==> config.mk <==
export PLATFORM = sky130hd
export DESIGN_NAME = tri_bus_arbiter
export DESIGN_NICKNAME = d
export VERILOG_FILES = /design/src/rtl/tri_bus_arbiter.sv
export SDC_FILE = /design/constraint.sdc
export NUM_CORES = 1
export LEC_CHECK = 0
export BUFFER_PORTS_ARGS = -buffer_cell sky130_fd_sc_hd__buf_4
export CELL_PAD_IN_SITES_DETAIL_PLACEMENT = 0
export CELL_PAD_IN_SITES_GLOBAL_PLACEMENT = 2
export CORE_UTILIZATION = 32
export CTS_CLUSTER_SIZE = 28
export DETAILED_ROUTE_END_ITERATION = 16
export PLACE_DENSITY = 0.83
export SYNTH_ARGS = -nofsm -noshare
export SYNTH_HDL_FRONTEND = slang
export SYNTH_SLANG_ARGS = --single-unit
==> constraint.sdc <==
create_clock -name clk -period 1.9 [get_ports clk]
set_input_delay 0 -clock clk [delete_from_list [all_inputs] [get_ports clk]]
set_output_delay 0 -clock clk [all_outputs]
set_load 0.1 [all_outputs]
==> src/rtl/tri_bus_arbiter.sv <==
// tri_bus_arbiter
//   Two-requester arbiter for the shared wired bus. Produces the registered
//   drive data (a, b) and driver enables (e1, e2) for the downstream wand/wor
//   stage. Guarantees a single owner at a time, an idle turnaround gap of
//   TURN_CYCLES between owners, and round-robin fairness with a bounded hold.
//
//   state | meaning
//   IDLE  | nobody owns the bus, arbitrate every cycle
//   GNT1  | requester 1 owns the bus (e1/gnt1/a active)
//   GNT2  | requester 2 owns the bus (e2/gnt2/b active)
//   TURN  | both enables off for TURN_CYCLES cycles, arbitrate on the last one
//
// Ports
//   clk        rising-edge clock
//   rst        asynchronous, active-high reset
//   req1/req2  level requests, held while ownership is needed
//   d1/d2      requester drive data
//   a/b        registered copies of d1/d2 while the matching enable is 1, else 0
//   e1/e2      registered driver enables
//   gnt1/gnt2  ownership flags, same timing as e1/e2
//   busy       1 in every state except IDLE
//
// Parameters: TURN_CYCLES legal 1..15, MAX_HOLD legal >= 1.

module tri_bus_arbiter #(
  parameter int WIDTH       = 1,
  parameter int TURN_CYCLES = 1,
  parameter int MAX_HOLD    = 8
) (
  input  logic             clk,
  input  logic             rst,
  input  logic             req1,
  input  logic             req2,
  input  logic [WIDTH-1:0] d1,
  input  logic [WIDTH-1:0] d2,
  output logic [WIDTH-1:0] a,
  output logic [WIDTH-1:0] b,
  output logic             e1,
  output logic             e2,
  output logic             gnt1,
  output logic             gnt2,
  output logic             busy
);

  localparam int              HW        = $clog2(MAX_HOLD + 1);
  localparam logic [HW-1:0]   HOLD_MAX  = HW'(MAX_HOLD);
  localparam logic [3:0]      TURN_LOAD = 4'(TURN_CYCLES - 1);

  typedef enum logic [1:0] {IDLE, GNT1, GNT2, TURN} state_t;

  state_t        state, state_nxt, pick;
  logic [HW-1:0] hold_cnt, hold_nxt, hold_inc;
  logic [3:0]    turn_cnt, turn_nxt;
  // last: 0 = requester 1 owned the bus most recently, 1 = requester 2
  logic          last, last_nxt;

  // Tie goes to whoever did not own the bus last.
  always_comb begin
    if (req1 && req2)
      pick = last ? GNT1 : GNT2;
    else if (req1)
      pick = GNT1;
    else if (req2)
      pick = GNT2;
    else
      pick = IDLE;
  end

  // hold_inc counts grant cycles including the current one, so comparing it
  // to MAX_HOLD yields a grant of exactly MAX_HOLD cycles under preemption.
  assign hold_inc = (hold_cnt == HOLD_MAX) ? hold_cnt : hold_cnt + HW'(1);

  always_comb begin
    state_nxt = state;
    hold_nxt  = hold_cnt;
    turn_nxt  = turn_cnt;
    last_nxt  = last;
    case (state)
      IDLE: begin
        state_nxt = pick;
        hold_nxt  = '0;
      end
      GNT1: begin
        hold_nxt = hold_inc;
        if (!req1 || (hold_inc == HOLD_MAX && req2)) begin
          state_nxt = TURN;
          turn_nxt  = TURN_LOAD;
          last_nxt  = 1'b0;
        end
      end
      GNT2: begin
        hold_nxt = hold_inc;
        if (!req2 || (hold_inc == HOLD_MAX && req1)) begin
          state_nxt = TURN;
          turn_nxt  = TURN_LOAD;
          last_nxt  = 1'b1;
        end
      end
      TURN: begin
        if (turn_cnt == 4'd0) begin
          state_nxt = pick;
          hold_nxt  = '0;
        end else begin
          turn_nxt = turn_cnt - 4'd1;
        end
      end
      default: state_nxt = IDLE;
    endcase
  end

  // Outputs are registered from the next state so nothing combinational
  // reaches the bus drivers.
  always_ff @(posedge clk or posedge rst) begin
    if (rst) begin
      state    <= IDLE;
      hold_cnt <= '0;
      turn_cnt <= '0;
      last     <= 1'b1;
      e1       <= 1'b0;
      e2       <= 1'b0;
      gnt1     <= 1'b0;
      gnt2     <= 1'b0;
      busy     <= 1'b0;
      a        <= '0;
      b        <= '0;
    end else begin
      state    <= state_nxt;
      hold_cnt <= hold_nxt;
      turn_cnt <= turn_nxt;
      last     <= last_nxt;
      e1       <= (state_nxt == GNT1);
      e2       <= (state_nxt == GNT2);
      gnt1     <= (state_nxt == GNT1);
      gnt2     <= (state_nxt == GNT2);
      busy     <= (state_nxt != IDLE);
      a        <= (state_nxt == GNT1) ? d1 : '0;
      b        <= (state_nxt == GNT2) ? d2 : '0;
    end
  end

endmodule
==> results.md <==
- Status: finished, violations left
- Failing checks: setup timing
- Max frequency: 0.497 GHz
- # nets final: 163
- Simple-Gate Fraction of Synth Area: between 20 and 30%
- Register area share after synthesis: 35.9%
- Initial antenna violation count: 0
- Worst-Skew Late Latency: approximately 0.28 ns
- Final GP Congestion: between 0.7 and 0.8
- Mux share of post-synthesis cell area: between 2 and 3%
- CP max FO: 5
- FILL cells: roughly 340
- Internal: 1.33 mW
- Compound-Gate Fraction of Synth Area: between 10% and 20%
- Register Area: approximately 400 um^2
- Switching share of power: just over 50%
- Number of flops mapped to enable cells by yosys: 0
- Mean Syn Cell Area: around 9.6 um^2
- Synthesized instance count: between 100 and 150
- Die ar.: 0.00374 mm^2
- WS Path Type: reg -> reg
- Worst VDD drop: between 0.6 and 0.7 mV
- Post-synth cell types: 46
- Fin Clk Skew: 0.00148 ns
- Gr ovfl total: 0
- Critical path's largest stage delay: ~0.45 ns
- Gate power share: between 70% and 80%
- Pwr dens: around 1800 mW/mm^2
- Tcrit/Tclk final: 106%
- Drt wl/cell: 12.6 um
- Async S/R FF share, synth: 100%
- Slew @ Worst Pin: around 0.63 ns
- Clk sinks: 16
- Count of final hold-check violations: 0
- Yosys reg bits: 16
- Initial DRT Pass Iterations: 4
- Total area of multi-input combinational cells: just under 700 um^2
- Startpoint type of the worst setup path: flip-flop
- TritonCTS clock tree: built
- Final Max Slew Viols: 0
- RSZ-0062 raised after global routing: true
- Worst Slack Setup Final: -0.113 ns
- Dpl ws: -0.209 ns
- Top FF cell, synth: dfrtp_1
- Boundary pin count: 13
- Slowest CP cell: dfrtp_2
- Clock power frac: between 8 and 9%
- NetSw: around 1.3 mW
- Port bufs: 12
- First-pass GRT wire length: 4240 um
- Seq pwr share: around a fifth
- CP endpoint kind: flip-flop
- Clock root cell: clkbuf_4
- Post-layout min period: 2.01 ns
- Avg Vias per Cell: 5.03
- Top cells by area, synth: dfrtp_1 34%, ha_1 8.9%, inv_1 4.0%
- Diode count: 0
- Vias in the first global route: 988
- Cts bufs inserted: 3
- Synthesized area: approximately 0.0011 mm^2
- Synth Warn #: 0
- Worst-path clk slew: roughly 0.090 ns
- Overall power: 2.68 mW
- XOR/XNOR share of the synthesized area: 0%
- Yosys top cell area share: roughly 34%
- Routed Wire Length: 2450 um
- Post-Synth Adder-Cell Area: under 10%
- Detail Route Antenna Nets: 0
- Starting DRC count in detailed routing: 33
- Slew headroom: roughly 58%
- Die Y-Extent: 61.1 um
- Initial core utilization: between 30% and 40%
- Leak Pwr: between 0.6 and 0.7 nW
- Max cap viols: 0
- Largest net degree at the start of global routing: 17
- Share of layout cells above drive strength 1: about two fifths
- GRT Total Usage: 15.5%
- Hpwl dp: roughly 1800 um
- Req. time, crit path: 2.08 ns
- Syn Nets: approximately 130
- DRC violations left: 0
- Core area: ~0.0033 mm^2
- Layout area overhead: 33.0%
- Row count: 21
- Die X: just over 60 um
- Vias: approximately 1,000
- Endpoints failing setup: 9
- Hold crit path type: in -> reg
- Main combinational cell family by area after synthesis: simple AND/OR/NAND/NOR gates
- CTS H-tree lvls: 1
- Largest area contributor in the netlist: dfrtp_1
- Arrival @ worst endpoint: 2.20 ns
- Crit path cell chain: ha_4 -> and4b_4 -> nor4_4 -> o41ai_2 -> a31oi_2 -> inv_2 -> and3_1
- CTS max path bufs: 2
-- worst paths after layout --
check | start | endpoint | slack (ns) | depth (start not counted)
max in group asynchronous | rst | hold_cnt[0]$_DFFE_PP0P_ | 1.11 | 3
min in group asynchronous | rst | busy$_DFF_PP0_ | 0.35 | 3
max reg2reg | hold_cnt[0]$_DFFE_PP0P_ | a$_DFF_PP0_ | -0.11 | 7
min reg2reg | turn_cnt[3]$_DFFE_PP0P_ | turn_cnt[3]$_DFFE_PP0P_ | 0.60 | 1
min | req1 | last$_DFFE_PP1P_ | 0.07 | 3
max | hold_cnt[0]$_DFFE_PP0P_ | a$_DFF_PP0_ | -0.11 | 7
-- power by group through the flow --
stage	sequential [mW]	clock, mW	combinational, mW
2_1_floorplan	0.849	0	1.02
3_3_place_gp	0.560	0	1.66
3_5_place_dp	0.567	0	1.69
4_1_cts	0.564	0.240	1.83
5_1_grt	0.581	0.252	2.04
6_report	0.568	0.225	1.88
-- repair_timing --
item / in CTS / in global routing
pin swaps: 5 / 6
buffers inserted: 6 / 1
endpoints found under the hold margin: 18 / 0
hold buffers: 4 / 0
endpoints found under the setup margin: 10 / 12
gates resized for setup: 7 / 5
-- sequential cells by signal (all words and copies together), names as in the netlist --
register	flops
turn_cnt	4
busy	1
gnt1	1
hold_cnt	4
a	1
b	1
gnt2	1
last	1
state	2
-- synthesized netlist by cell type (all sizes together), types with 2 or more instances --
cell,instances
o41ai,2
nand4,2
nand3b,2
a21oi,5
nand2,11
inv,12
nor3b,2
buf,4
nor2,8
mux2i,3
nand3,5
nand2b,4
dfrtp,15
o211ai,2
and2,2
a211oi,2
and4b,2
ha,8
o21ai,5
and3,3
-- layer usage --
| layer | GRT usage [%] | wire (um) |
|---|---|---|
| met1 | 17.0 | 1070 |
| met2 | 28.3 | 1280 |
| met3 | 3.99 | 68 |
| met4 | 6.49 | 31 |
| met5 | 0 | 0 |
-- kinds of logic (layout without fill, tap and decap cells) --
family                     count (synthesis)  in the layout
AOI/OAI and AO/OA                         25             25
adders and majority gates                  8              8
buffers and inverters                     17             48
DFF                                       16             16
muxes                                      3              3
and+or+nand+nor                           48             48
-- final cells by class --
type                    instances  area share (%)
well taps                      46            3.87
multi-input cells              84            46.8
flip-flops and latches         16            27.1
inverters                      12            3.03
repair buffers                 32            16.8
clock buffers                   4            2.44
-- through the flow --
stage	TNS (ns)	cells	util [%]	hold slack, ns	area, um^2
2_1_floorplan	-0.132	117	-	-0.0870	1130
3_3_place_gp	-0.682	181	39.8	0.115	1330
3_5_place_dp	-1.16	181	39.8	0.133	1330
4_1_cts	-0.561	194	44.1	0.0203	1470
5_1_grt	-1.83	194	44.6	0.0794	1490
6_report	-0.532	194	44.6	0.0749	1490
-- placed cells by master, fill, tap and decap left out, drive strengths merged, types with 2 or more instances in the layout --
master / n
nand2: 11
buf: 28
and3: 3
ha: 8
inv: 12
mux2i: 3
nor2: 8
nand4: 2
nand3b: 2
a211oi: 2
nand2b: 4
o21ai: 5
clkbuf: 4
dfrtp: 15
o41ai: 2
nor3b: 2
a21oi: 5
dlygate4sd3: 4
o211ai: 2
and4b: 2
nand3: 5
and2: 2
-- critical path, delay by kind of cell (launching register included) --
kind | cells | cell delay (ns)
compound gates | 2 | 0.41
simple gates | 3 | 0.76
fa+ha+maj | 1 | 0.19
flops | 1 | 0.45
buf+inv | 1 | 0.09
Power figures use the tool's default switching activity.
